==> src/rtl/fadd_arbiter.sv <==
// ============================================================================
//  Module   : fadd_arbiter
//  Purpose  : Round-robin sharing of one FADD unit between two requesters,
//             with a one-entry tagged writeback buffer.
//  Revision : 1.0
// ============================================================================
`default_nettype none

module fadd_arbiter #(
  parameter int DW = 32,
  parameter int AW = 4
) (
  input  logic          CLK,
  input  logic          Reset,

  input  logic          Req0Valid,
  output logic          Req0Ready,
  input  logic [DW-1:0] Req0Operand1,
  input  logic [DW-1:0] Req0Operand2,
  input  logic [AW-1:0] Req0WA3,

  input  logic          Req1Valid,
  output logic          Req1Ready,
  input  logic [DW-1:0] Req1Operand1,
  input  logic [DW-1:0] Req1Operand2,
  input  logic [AW-1:0] Req1WA3,

  output logic          FaddStart,
  output logic [DW-1:0] FaddOperand1,
  output logic [DW-1:0] FaddOperand2,
  output logic [AW-1:0] FaddWA3,
  input  logic          FaddDone,
  input  logic [DW-1:0] FaddResult,
  input  logic [AW-1:0] FaddRA3,

  output logic          WbValid,
  input  logic          WbReady,
  output logic [DW-1:0] WbResult,
  output logic [AW-1:0] WbWA3,
  output logic          WbId,

  output logic          Busy,
  output logic          Error
);

  localparam logic [1:0] C_IDLE = 2'd0;
  localparam logic [1:0] C_EXEC = 2'd1;
  localparam logic [1:0] C_GAP  = 2'd2;

  logic [1:0]    state_q,        state_d;
  logic          last_grant_q,   last_grant_d;
  logic          in_flight_id_q, in_flight_id_d;
  logic          wb_valid_q,     wb_valid_d;
  logic [DW-1:0] wb_result_q,    wb_result_d;
  logic [AW-1:0] wb_wa3_q,       wb_wa3_d;
  logic          wb_id_q,        wb_id_d;
  logic          error_q,        error_d;

  logic w_can_issue;
  logic w_grant_id;
  logic w_issue;
  logic w_capture;

  // Reset gates the handshake so nothing is issued while the FADD is held in reset.
  always_comb begin
    w_can_issue = (state_q == C_IDLE) && (!wb_valid_q || WbReady) && !Reset;
    w_grant_id  = (Req0Valid && Req1Valid) ? ~last_grant_q : Req1Valid;
    Req0Ready   = w_can_issue && Req0Valid && !w_grant_id;
    Req1Ready   = w_can_issue && Req1Valid &&  w_grant_id;
    w_issue     = Req0Ready || Req1Ready;
    w_capture   = (state_q == C_EXEC) && FaddDone;
  end

  always_comb begin
    FaddStart    = w_issue;
    FaddOperand1 = '0;
    FaddOperand2 = '0;
    FaddWA3      = '0;
    if (w_issue) begin
      FaddOperand1 = w_grant_id ? Req1Operand1 : Req0Operand1;
      FaddOperand2 = w_grant_id ? Req1Operand2 : Req0Operand2;
      FaddWA3      = w_grant_id ? Req1WA3      : Req0WA3;
    end
  end

  always_comb begin
    state_d        = state_q;
    last_grant_d   = last_grant_q;
    in_flight_id_d = in_flight_id_q;
    error_d        = error_q;
    case (state_q)
      C_IDLE: begin
        if (w_issue) begin
          state_d        = C_EXEC;
          last_grant_d   = w_grant_id;
          in_flight_id_d = w_grant_id;
        end
        if (FaddDone) error_d = 1'b1;
      end
      C_EXEC: begin
        state_d = C_GAP;
        if (!FaddDone) error_d = 1'b1;
      end
      C_GAP: begin
        state_d = C_IDLE;
        if (FaddDone) error_d = 1'b1;
      end
      default: state_d = C_IDLE;
    endcase
  end

  // A capture always takes priority over a drain in the same cycle.
  always_comb begin
    wb_valid_d  = wb_valid_q;
    wb_result_d = wb_result_q;
    wb_wa3_d    = wb_wa3_q;
    wb_id_d     = wb_id_q;
    if (w_capture) begin
      wb_valid_d  = 1'b1;
      wb_result_d = FaddResult;
      wb_wa3_d    = FaddRA3;
      wb_id_d     = in_flight_id_q;
    end else if (wb_valid_q && WbReady) begin
      wb_valid_d  = 1'b0;
    end
  end

  always_ff @(posedge CLK) begin
    if (Reset) begin
      state_q        <= C_IDLE;
      last_grant_q   <= 1'b1;
      in_flight_id_q <= 1'b0;
      wb_valid_q     <= 1'b0;
      wb_result_q    <= '0;
      wb_wa3_q       <= '0;
      wb_id_q        <= 1'b0;
      error_q        <= 1'b0;
    end else begin
      state_q        <= state_d;
      last_grant_q   <= last_grant_d;
      in_flight_id_q <= in_flight_id_d;
      wb_valid_q     <= wb_valid_d;
      wb_result_q    <= wb_result_d;
      wb_wa3_q       <= wb_wa3_d;
      wb_id_q        <= wb_id_d;
      error_q        <= error_d;
    end
  end

  always_comb begin
    WbValid  = wb_valid_q;
    WbResult = wb_result_q;
    WbWA3    = wb_wa3_q;
    WbId     = wb_id_q;
    Error    = error_q;
    Busy     = ((state_q != C_IDLE) || wb_valid_q) && !Reset;
  end

endmodule

`default_nettype wire
==> config.mk <==
export PLATFORM = sky130hd
export DESIGN_NAME = fadd_arbiter
export DESIGN_NICKNAME = d
export VERILOG_FILES = /design/src/rtl/fadd_arbiter.sv
export SDC_FILE = /design/constraint.sdc
export NUM_CORES = 1
export LEC_CHECK = 0
export ABC_AREA = 1
export CORE_AREA = 2 2 113 115
export DETAILED_ROUTE_END_ITERATION = 10
export DIE_AREA = 0 0 115 117
export GPL_ROUTABILITY_DRIVEN = 0
export GPL_TIMING_DRIVEN = 0
export PLACE_DENSITY = 0.67
export SLEW_MARGIN = 15
export SYNTH_ARGS = -nofsm -noshare
export SYNTH_HDL_FRONTEND = slang
export SYNTH_SLANG_ARGS = --single-unit
==> constraint.sdc <==
create_clock -name CLK -period 1.8 [get_ports CLK]
set_clock_uncertainty 0.15 [all_clocks]
set_input_delay 0.36 -clock CLK [delete_from_list [all_inputs] [get_ports CLK]]
set_output_delay 0.36 -clock CLK [all_outputs]
set_load 0.01 [all_outputs]
==> impl_metrics.sql <==
INSERT INTO impl_metrics (metric_group, metric, value, unit) VALUES
('sta', 'worst-slew-pin-transition', '0.490', 'ns'),
('power', 'total_power', '3.38', 'mW'),
('route', 'ant_nets', '0', ''),
('logic_synthesis', 'async_s_r_ff_share_synth', '0', '%'),
('route', 'drc', '0', ''),
('floorplanning', 'overall_die_width', '115', 'um'),
('critical_path', 'timing.critical_path.arrival', '1.49', 'ns'),
('clock_network', 'cts-root-buf', 'sky130_fd_sc_hd__clkbuf_16', ''),
('critical_path', 'r2r_cells', '5', ''),
('logic_synthesis', 'synth_top_family_by_area', 'simple AND/OR/NAND/NOR gates', ''),
('global_route', 'gr-usage-all-layers', '19.0', '%'),
('logic_synthesis', 'fraction_of_the_mapped_netlist_area_in_compound_gates', '28.3', '%'),
('floorplanning', 'boundaryPins', '289', ''),
('logic_synthesis', 'yosys_top_cell_area_share', '30.3', '%'),
('status', 'outcome', 'complete, but fails checks', ''),
('final_layout', 'utilization', '51.9', '%'),
('sta', 'layout_min_cycle_time', '2.00', 'ns'),
('final_layout', 'final.fill_count', '1229', ''),
('final_layout', 'non_filler_instance_count_after_layout', '895', ''),
('logic_synthesis', 'ys_types', '19', ''),
('global_route', 'first_global_vias', '3897', ''),
('placed_design', 'io_buffers', '287', ''),
('logic_synthesis', 'post-synth-top-count-cell', 'sky130_fd_sc_hd__nand2_1', ''),
('min_path', 'min_path_cells', '2', ''),
('clock_network', 'clock_path_buffers', '2', ''),
('placed_design', 'hpwl', '11100', 'um'),
('clock_network', 'tritoncts.num_buffers', '5', ''),
('logic_synthesis', 'synth-edff-count', '0', ''),
('min_path', 'timing.hold.worst_endpoint', 'state_q[1]', ''),
('final_layout', 'fraction_of_final_layout_cells_sized_beyond_drive_strength_1', '32.2', '%'),
('final_layout', 'antenna_cell_count', '0', ''),
('sta', 'postLayoutSetupSlackWorst', '-0.199', 'ns'),
('critical_path', 'reg2reg_setup_slack', '0.35', 'ns'),
('route', 'drt_iter0_markers', '152', ''),
('clock_network', 'cts_tree', 'yes', ''),
('critical_path', 'critical_path.startpoint_type', 'register', ''),
('clock_network', 'cts.clk_slew.worst_paths', '0.06', 'ns'),
('critical_path', 'timing.critical_path.to_type', 'primary output', ''),
('logic_synthesis', 'synth_simple_gate_area_share', '31.8', '%'),
('job', 'max_cap_viol_count', '0', ''),
('final_layout', 'final_design_area_no_fill', '6390', 'um2'),
('global_route', 'grt_max_degree', '14', ''),
('global_route', 'grt.overflow.total', '0', ''),
('logic_synthesis', 'seq_cells_post_synth', '43', ''),
('clock_network', 'hold_buffers', '0', ''),
('logic_synthesis', 'synth_top_flop_cell', 'sky130_fd_sc_hd__dfxtp_1', ''),
('logic_synthesis', 'postSynthAreaPerCell', '6.62', 'um2'),
('logic_synthesis', 'synth_largest_area_cell', 'sky130_fd_sc_hd__dfxtp_1', ''),
('logic_synthesis', 'synth-seq-area-share', '30.3', '%'),
('power', 'power.density_cell_area', '529', 'nW/um2'),
('sta', 'rsz0062_at_grt', 'yes', ''),
('route', 'drt_pass_1_iters', '5', ''),
('min_path', 'worst_hold_startpoint', 'Reset', ''),
('global_route', 'grt_first_pass_wirelength', '19900', 'um'),
('critical_path', 'crit_path_max_fanout', '10', ''),
('floorplanning', 'floorplan.die.height', '117', 'um'),
('route', 'vias', '3958', ''),
('logic_synthesis', 'muxShareOfSynthArea', '0', '%'),
('status', 'violated_checks', 'negative setup slack', ''),
('critical_path', 'timing.critical_path.required', '1.29', 'ns'),
('sta', 'finalSetupViolations', '71', ''),
('route', 'route.final.wire_length', '13900', 'um'),
('route', 'routedWlPerCell', '15.5', 'um'),
('min_path', 'min-delay-path-class', 'input port to register', ''),
('power', 'max-vdd-ir-drop', '0.331', 'mV'),
('clock_network', 'worst_skew_pair.late_latency', '0.28', 'ns'),
('placed_design', 'instance_area_at_placement', '5900', 'um2'),
('logic_synthesis', 'synth_fa_ha_area_share', '0', '%'),
('placed_design', 'dp_cells', '866', ''),
('floorplanning', 'placeableCoreArea', '12300', 'um2'),
('logic_synthesis', 'synthXorXnorAreaFrac', '0', '%');
-- sequential cells by signal, indices dropped and copies added, names as in the netlist --
| name | flops |
|---|---|
| WbValid | 1 |
| WbResult | 32 |
| Error | 1 |
| WbWA3 | 4 |
| last_grant_q | 1 |
| state_q | 2 |
| in_flight_id_q | 1 |
| WbId | 1 |
-- kinds of logic after synthesis --
kind of cell           count (synthesis)
AO/OA/AOI/OAI                        109
buffers and inverters                 46
flip-flops                            43
AND/OR/NAND/NOR                      231
-- worst max-delay path, cell delays in order, from the launching register on --
cell and delay, ns:
sky130_fd_sc_hd__dfxtp_4 0.35, sky130_fd_sc_hd__nor2_4 0.13, sky130_fd_sc_hd__nand4_4 0.13, sky130_fd_sc_hd__buf_12 0.19, sky130_fd_sc_hd__buf_12 0.15, sky130_fd_sc_hd__a21oi_2 0.11
sky130_fd_sc_hd__buf_2 0.14
-- stage by stage --
step / setup slack, ns / TNS [ns]
2_1_floorplan: 0.126 / 0
3_3_place_gp: -1.20 / -76.96
3_5_place_dp: -1.19 / -76.11
4_1_cts: -0.302 / -14.07
5_1_grt: -0.276 / -17.25
6_report: -0.199 / -11.68
-- power by group --
| group | internal, mW | leakage [nW] | switching [mW] |
|---|---|---|---|
| sequential | 0.999 | 0.350 | 0.0253 |
| clock | 0.512 | 0.0669 | 0.357 |
| combinational | 0.833 | 2.23 | 0.652 |
-- worst max path at each step --
stage	start	end	depth (start not counted)
6_report	state_q[0]	FaddOperand2[23]	6
5_1_grt	last_grant_q	FaddOperand2[31]	8
4_1_cts	state_q[1]	FaddOperand1[18]	7
3_5_place_dp	Req0Valid	FaddOperand2[3]	8
3_3_place_gp	Req0Valid	FaddOperand2[3]	8
2_1_floorplan	Reset	FaddOperand1[0]	5
-- routing by layer --
metal	vias up	track usage (%)	share of wire (%)	routed length, um
li1	1996	-	-	-
met1	1790	21.9	40	5520
met2	161	35.4	51	7170
met3	11	4.69	7.6	1060
met4	0	4.10	1.2	170
met5	-	0	0	0
-- cells in the final DEF (no fill, tap or decap), types with 2 or more instances in the layout --
cell	n
sky130_fd_sc_hd__dfxtp_1	40
sky130_fd_sc_hd__nand2_2	18
sky130_fd_sc_hd__a21oi_2	63
sky130_fd_sc_hd__clkdlybuf4s50_1	212
sky130_fd_sc_hd__nor2_1	3
sky130_fd_sc_hd__clkbuf_1	5
sky130_fd_sc_hd__nand2_1	192
sky130_fd_sc_hd__nand2_4	12
sky130_fd_sc_hd__buf_6	18
sky130_fd_sc_hd__buf_16	3
sky130_fd_sc_hd__buf_8	4
sky130_fd_sc_hd__clkbuf_16	6
sky130_fd_sc_hd__clkdlybuf4s15_1	2
sky130_fd_sc_hd__clkbuf_2	3
sky130_fd_sc_hd__clkbuf_8	3
sky130_fd_sc_hd__nor2_4	2
sky130_fd_sc_hd__buf_2	56
sky130_fd_sc_hd__inv_2	2
sky130_fd_sc_hd__dfxtp_2	2
sky130_fd_sc_hd__buf_12	8
sky130_fd_sc_hd__buf_4	24
sky130_fd_sc_hd__nand3_2	2
sky130_fd_sc_hd__a21oi_4	5
sky130_fd_sc_hd__a21oi_1	39
sky130_fd_sc_hd__inv_1	9
-- cell type report --
type,count,area [um2],area share (%)
buffer,31,350,5.48
tap,150,188,2.94
sequential,43,867,13.6
inverter,13,61.3,0.959
clock inverter,2,12.5,0.196
timing repair buffer,310,2880,45.1
clock buffer,6,129,2.02
multi-input combinational,340,1900,29.7
-- what timing repair did --
action / 4_1_cts / 5_1_grt
pin swaps: 12 / 23
setup buffers: 14 / 5
gates cloned: 5 / 1
gates resized for setup: 401 / 32
setup endpoints to repair: 72 / 72
Power figures use the tool's default switching activity.
